File: src/rtl/iir_stream_sequencer.sv
// iir_stream_sequencer: Wishbone master streaming samples through the IIR slave (X write, settle, Y read).
// Define IIR_SEQ_STATUS_POLL_EN to add a STATUS read that reports per-sample overflow on m_ovf_o.
module iir_stream_sequencer #(
    parameter int DATA_WIDTH     = 32,
    parameter int ADDR_WIDTH     = 8,
    parameter int SETTLE_CYCLES  = 4,
    parameter int TIMEOUT_CYCLES = 16,
    parameter int CNT_WIDTH      = 16
) (
    input  logic                  wb_clk_i,
    input  logic                  wb_rst_i,
    input  logic                  enable_i,
    input  logic                  s_valid_i,
    output logic                  s_ready_o,
    input  logic [DATA_WIDTH-1:0] s_data_i,
    output logic                  m_valid_o,
    input  logic                  m_ready_i,
    output logic [DATA_WIDTH-1:0] m_data_o,
    output logic                  m_ovf_o,
    output logic [ADDR_WIDTH-1:0] wbm_adr_o,
    output logic [DATA_WIDTH-1:0] wbm_dat_o,
    input  logic [DATA_WIDTH-1:0] wbm_dat_i,
    output logic                  wbm_we_o,
    output logic                  wbm_stb_o,
    output logic                  wbm_cyc_o,
    input  logic                  wbm_ack_i,
    output logic                  busy_o,
    output logic                  err_o,
    input  logic                  clr_err_i,
    output logic [CNT_WIDTH-1:0]  sample_cnt_o
);
    typedef enum logic [2:0] {
        IDLE, WR_X, SETTLE, RD_Y,
`ifdef IIR_SEQ_STATUS_POLL_EN
        RD_ST,
`endif
        OUT
    } state_t;

    localparam logic [15:0] SETTLE_LAST = 16'(SETTLE_CYCLES - 1);
    localparam logic [15:0] TO_LAST     = 16'(TIMEOUT_CYCLES - 1);

    state_t                state, next;
    logic [DATA_WIDTH-1:0] sample;
    logic [15:0]           settle_cnt, to_cnt;
    logic                  access, timeout, accept;

    assign s_ready_o = state == IDLE && enable_i && !wb_rst_i;
    assign accept    = s_ready_o && s_valid_i;
    assign m_valid_o = state == OUT;
    assign busy_o    = state != IDLE;
    assign wbm_cyc_o = access;
    assign wbm_stb_o = access;

    always_ff @(posedge wb_clk_i or posedge wb_rst_i)
        if (wb_rst_i) state <= IDLE;
        else          state <= next;

    always_comb begin
        next      = state;
        access    = 1'b0;
        wbm_we_o  = 1'b0;
        wbm_adr_o = '0;
        wbm_dat_o = '0;
        case (state)
            IDLE:   next = accept ? WR_X : IDLE;
            WR_X: begin
                access    = 1'b1;
                wbm_we_o  = 1'b1;
                wbm_dat_o = sample;
                next      = wbm_ack_i ? SETTLE : WR_X;
            end
            SETTLE: next = settle_cnt == SETTLE_LAST ? RD_Y : SETTLE;
            RD_Y: begin
                access    = 1'b1;
                wbm_adr_o = ADDR_WIDTH'(4);
`ifdef IIR_SEQ_STATUS_POLL_EN
                next      = wbm_ack_i ? RD_ST : RD_Y;
            end
            RD_ST: begin
                access    = 1'b1;
                wbm_adr_o = ADDR_WIDTH'(8);
`endif
                next      = wbm_ack_i ? OUT : state;
            end
            OUT:    next = m_ready_i ? IDLE : OUT;
            default: next = IDLE;
        endcase
        timeout = access && !wbm_ack_i && to_cnt == TO_LAST;
        // An expired access abandons the sample entirely
        if (timeout) next = IDLE;
    end

    always_ff @(posedge wb_clk_i or posedge wb_rst_i)
        if (wb_rst_i) begin
            sample       <= '0;
            m_data_o     <= '0;
            settle_cnt   <= '0;
            to_cnt       <= '0;
            sample_cnt_o <= '0;
            err_o        <= 1'b0;
        end else begin
            if (accept) sample <= s_data_i;
            if (state == RD_Y && wbm_ack_i) m_data_o <= wbm_dat_i;
            settle_cnt <= state == SETTLE ? settle_cnt + 16'd1 : '0;
            to_cnt     <= access && !wbm_ack_i ? to_cnt + 16'd1 : '0;
            if (m_valid_o && m_ready_i) sample_cnt_o <= sample_cnt_o + 1'b1;
            err_o <= clr_err_i ? 1'b0 : timeout ? 1'b1 : err_o;
        end

`ifdef IIR_SEQ_STATUS_POLL_EN
    always_ff @(posedge wb_clk_i or posedge wb_rst_i)
        if (wb_rst_i)                         m_ovf_o <= 1'b0;
        else if (state == RD_ST && wbm_ack_i) m_ovf_o <= wbm_dat_i[3];
`else
    assign m_ovf_o = 1'b0;
`endif
endmodule

File: config.mk
export PLATFORM = sky130hd
export DESIGN_NAME = iir_stream_sequencer
export DESIGN_NICKNAME = d
export VERILOG_FILES = /design/src/rtl/iir_stream_sequencer.sv
export SDC_FILE = /design/constraint.sdc
export NUM_CORES = 1
export LEC_CHECK = 0
export BUFFER_PORTS_ARGS = -buffer_cell sky130_fd_sc_hd__buf_2
export CORE_AREA = 2 2 106 108
export CTS_BUF_LIST = sky130_fd_sc_hd__clkbuf_8
export DETAILED_ROUTE_END_ITERATION = 12
export DIE_AREA = 0 0 108 110
export PLACE_DENSITY_LB_ADDON = 0.1
export SYNTH_ARGS = -nofsm -noshare
export SYNTH_HDL_FRONTEND = slang
export SYNTH_SLANG_ARGS = --single-unit
File: constraint.sdc
create_clock -name wb_clk_i -period 3.9 [get_ports wb_clk_i]
set_input_delay 0.195 -clock wb_clk_i [delete_from_list [all_inputs] [get_ports wb_clk_i]]
set_output_delay 0.195 -clock wb_clk_i [all_outputs]
set_load 0.005 [all_outputs]
# Word level (Yosys, flattened, before mapping)
# Index checks and enable logic that the tools add are counted.
# op_classes
add_sub_neg,3
n_eq_ne,7
muxes,15
n_reduce_logical,13
# ops
cell,n
adder 16 x 1 -> 16 bit (second input constant),3
2-to-1 mux 16 bit,2
2-to-1 mux 32 bit,1
== test 16 x 2 -> 1 bit (second input constant),1
== test 16 x 4 -> 1 bit (second input constant),1
case mux 3 bit (5 select lines),1
2-to-1 mux 3 bit,4
logical AND 1 bit,7
== test 3 x 2 -> 1 bit (second input constant),2
2-to-1 mux 1 bit,6
== test 3 x 1 -> 1 bit (second input constant),1
== test 3 bit (second input constant),1
zero test 3 bit,1
inequality test 3 bit (second input constant),1
nonzero test 3 bit,1
zero test 1 bit,2
2-to-1 mux 2 bit,1
nonzero test 2 bit,1
OR reduction 2 bit,1
# totals
regBits,116
inputBits,71
output_inout_bits,96
wordCells,45

# Depth between registers and ports, before layout
# depth
ltp_word,7
ltp_mapped,6
mapped_depth_nobuf,5

# Least setup slack after synthesis
# OpenSTA, ideal clock, no wires.
# synth_path
path_kind,reg2reg
startpoint,register state[2]
endpoint,register sample[0]
setup_ns,0.125
arrival_ns,1.623
required_ns,3.775
setup_slack_ns,2.152
stages_incl_launch_ff,7
path_buffers,2
period_less_slack_ns,1.748
path_cell_list,dfrtp_1 buf_6 or3_4 nor3b_4 nand2_4 buf_6 mux2_4
# synth_via
elab_chain_cells,4
# synth_rtl
item,line,rtl
start: declaration,43,"state_t state, next;"
start signal: assignment,57,else state <= next;
zero test 3 bit,48,assign s_ready_o = state == IDLE && enable_i && !wb_rst_i;
logical AND 1 bit (2 in a row),48,
named net s_ready_o,14,"output logic s_ready_o,"
logical AND 1 bit,49,assign accept = s_ready_o && s_valid_i;
end signal: assignment,103,if (accept) sample <= s_data_i;
end: declaration,44,logic [DATA_WIDTH-1:0] sample;
# The timed path passes the listed nets, and every way through them passes these cells.
# A chain may end at the register's enable or synchronous reset.

# Worst setup path after layout
# layout_path
startpoint,register state[2]
endpoint,output wbm_dat_o[12]
# layout_via
elab_chain_cells,2
# layout_rtl
item,line,rtl
== test 3 x 1 -> 1 bit,65,case (state)
2-to-1 mux 32 bit,65,
end: declaration,21,"output logic [DATA_WIDTH-1:0] wbm_dat_o,"
# Every way passes these cells.

==> flow_metrics.py <==
metrics = {
    "status": {
        "result_of_the_run": "completed",
    },
    "final_layout": {
        "final-seq-area_sq_mm": 0.00290,
        "multiInputGateArea_sq_mm": 0.00221,
        "post-route-cell-area_sq_mm": 0.00709,
        "syn2layout_area_growth_pct": 34.3,
        "finish.net_count": 728,
        "filler_cell_count": 860,
        "layout-drive-gt1-share_pct": 39.2,
        "n_antenna_cell": 0,
    },
    "timing": {
        "fmax_ghz": 0.471,
        "slew_violations": 0,
        "finalSetupViolCount": 0,
        "final_hold_viol_count": 0,
        "finalSetupTns_ns": 0,
        "postLayoutSetupSlackWorst_ns": 1.78,
        "fin_worst_skew_ns": 0.00765,
        "min_period_ns": 2.12,
        "relSlewSlack_pct": 50.3,
        "grt_setup_unrepaired": "no",
        "post-route-period-util_pct": 54.4,
        "tightestPinTransition_ns": 0.745,
    },
    "floorplanning": {
        "die_width_microns": 108,
        "design.core.area_sq_mm": 0.0107,
        "top_level_ports": 167,
        "die_area_sq_mm": 0.0119,
        "floorplan.initialDensity_pct": 49.3,
        "std_cell_rows": 38,
        "die_h_microns": 110,
    },
    "yosys": {
        "area_share_of_the_largest_cell_type_after_synthesis_pct": 55.0,
        "synth_cell_type_count": 43,
        "ys_ff_latch": 116,
        "async_flop_share_pct": 100,
        "dominantRegCellSynth": "dfrtp_1",
        "synthesis.yosys.warnings": 0,
        "synth_cells": 429,
        "synth_area_leaders": "dfrtp_1 55%, mux2_4 8.2%, mux2_2 7.5%, xnor2_1 4.3%, and2_1 4.0%",
        "netlist.top_cell.by_area": "dfrtp_1",
        "seq_area_frac_synth_pct": 55.0,
        "synth.most_common_cell": "dfrtp_1",
        "syn_area_per_cell_sq_um": 12.3,
        "leading_post_synthesis_cells_by_instance_count": "116 x dfrtp_1, 35 x mux2_2, 34 x and2_1",
        "syn_area_sq_mm": 0.00528,
        "synth_edf_count": 0,
    },
    "worst_setup_path": {
        "timing.critical_path.mode_cell": "nor2b_1",
        "path_class": "flop to output port",
        "cp_cell_sequence": "nor2b_1 -> nor2b_1 -> buf_4 -> and2_1 -> buf_2",
        "crit_fanout": 33,
        "slowest_stage": "dfrtp_1",
        "worstSetupEndpointType": "output port",
        "cp.arrival_ns": 1.93,
        "timing.critical_path.slowest_cell_delay_ns": 0.47,
        "worst-endpoint-required_ns": 3.70,
        "critPathLaunchType": "flop",
    },
    "pwr": {
        "p_leak_nw": 3.59,
        "cell_area_power_density_mw_per_mm2": 541,
        "total_power_mw": 3.84,
        "vdd_drop_max_mv": 0.273,
    },
    "clock_network": {
        "clkTransAtPathRegs_ns": 0.06,
        "postCtsResizedCells": 0,
        "cts_tree": "done",
        "cts-root-to-sink-buffers": 2,
        "clock_tree.root_cell": "clkbuf_8",
        "cts-htree-levels": 4,
        "cts_buffers": 17,
        "cts_num_sinks": 116,
        "worst_skew_late_latency_ns": 0.42,
    },
    "grt": {
        "first_global_vias": 3997,
        "overflow": 0,
        "initial_antenna_violation_count": 0,
        "grt_start_max_net_pins": 44,
        "grt_use_total_pct": 21.0,
        "grt_pass1_wl_mm": 19.2,
    },
    "flow_run": {
        "maxCapViolations": 0,
    },
    "drt": {
        "first_pass_iters": 6,
        "vias": 3993,
        "post-route-drc-count": 0,
        "final_antenna_net_count": 0,
        "totalWireLength_mm": 12.2,
        "detailedRoute.firstIterationViolations": 163,
        "routed_wire_length_per_instance_microns": 15.1,
        "drt-vias-per-instance": 4.97,
    },
    "placement": {
        "final_hpwl_from_detailed_placement_mm": 8.26,
        "placement.io_buffers": 158,
        "globalplace.congestion": 0.804,
        "detailed_place.area_sq_mm": 0.00614,
        "pre_cts_ws_ns": 1.89,
    },
    "hold_path": {
        "hp-class": "input port to flop",
    },
}
==> what timing repair did <==
| action | 4_1_cts | 5_1_grt |
|---|---|---|
| hold buffers | 61 | 1 |
| setup buffers | 0 | 0 |
| endpoints found under the hold margin | 101 | 1 |
| endpoints found under the setup margin | 0 | 0 |
==> layout by cell type, fill, tap and decap left out, types with 2 or more instances in the layout <==
cell / instances
a21oi_1: 5
and2_1: 34
and3_1: 4
and4_1: 3
buf_2: 158
buf_4: 4
clkbuf_8: 21
clkinv_2: 6
conb_1: 8
dfrtp_1: 116
dlygate4sd3_1: 62
ha_1: 3
inv_1: 8
mux2_2: 35
mux2_4: 29
nand2_1: 20
nand3_1: 15
nand4_1: 13
nor2_1: 32
nor2b_1: 3
nor3_1: 6
nor3b_1: 2
nor4_1: 12
o21ai_0: 6
or3_1: 4
or4_1: 3
xnor2_1: 26
xor2_1: 10
==> kinds of logic (layout without fill, tap and decap cells) <==
logic type / after synthesis / after routing / synth area share (%)
muxes: 64 / 64 / 15.7
other: 1 / 8 / 0.0710
xor gates and xnor gates: 36 / 36 / 5.97
adders and majority gates: 3 / 3 / 0.711
and+or+nand+nor: 160 / 160 / 17.0
buffers and inverters: 32 / 260 / 3.56
AOI/OAI and AO/OA: 17 / 17 / 2.01
DFF: 116 / 116 / 55.0
==> worst paths after layout <==
kind,startpoint,endpoint,slack (ns),cells past startpoint
worst max-delay path,state[2]$_DFFE_PP0P_,wbm_dat_o[12],1.78,5
worst min-delay path,s_data_i[31],sample[31]$_DFFE_PP0P_,0.02,2
worst max register to register,state[0]$_DFFE_PP0P_,sample[26]$_DFFE_PP0P_,1.88,4
worst min register to register,sample_cnt_o[15]$_DFFE_PP0P_,sample_cnt_o[15]$_DFFE_PP0P_,0.48,1
max in group asynchronous,wb_rst_i,m_data_o[5]$_DFFE_PP0P_,2.61,4
min in group asynchronous,wb_rst_i,sample[18]$_DFFE_PP0P_,0.41,3
==> critical path: cells and delay by family (launching register included) <==
family,cells,cell delay [ns]
buffers and inverters,2,0.39
flip-flops,1,0.47
AND/OR/NAND/NOR,3,0.65
==> per-stage QoR <==
stage	utilization [%]	hold slack (ns)	instances
global route	66.3	0.00220	804
detailed placement	57.4	0.324	713
finish	66.3	0.0249	804
floorplan	-	0.302	436
CTS	66.2	0.000617	803
global placement	57.4	0.317	713
==> where the power goes <==
part | switching [mW] | internal, mW | total [mW]
clock network | 0.436 | 0.484 | 0.920
logic | 0.450 | 0.676 | 1.13
registers | 0.210 | 1.58 | 1.79
==> flip-flops by register name, indices dropped and copies added (netlist names) <==
signal and cells:
sample_cnt_o 16, sample 32, state 3, to_cnt 16
settle_cnt 16, err_o 1, m_data_o 32
==> metal layers <==
metal	wire (microns)	up-vias	track usage, %	part of all wire [%]
met3	693	20	5.64	5.7
li1	-	1913	-	-
met2	6120	109	34.0	50
met5	0	-	0	0
met1	5150	1951	27.2	42
met4	197	0	8.06	1.6
==> cell type report <==
type / count / share of cell area (%)
Sequential cell: 116 / 40.9
Inverter: 7 / 0.406
Multi-Input combinational cell: 288 / 31.2
Clock inverter: 8 / 0.529
Tap cell: 140 / 2.47
Timing Repair Buffer: 224 / 20.3
Clock buffer: 21 / 4.08
Note: power is estimated with default switching activity, not from simulation.
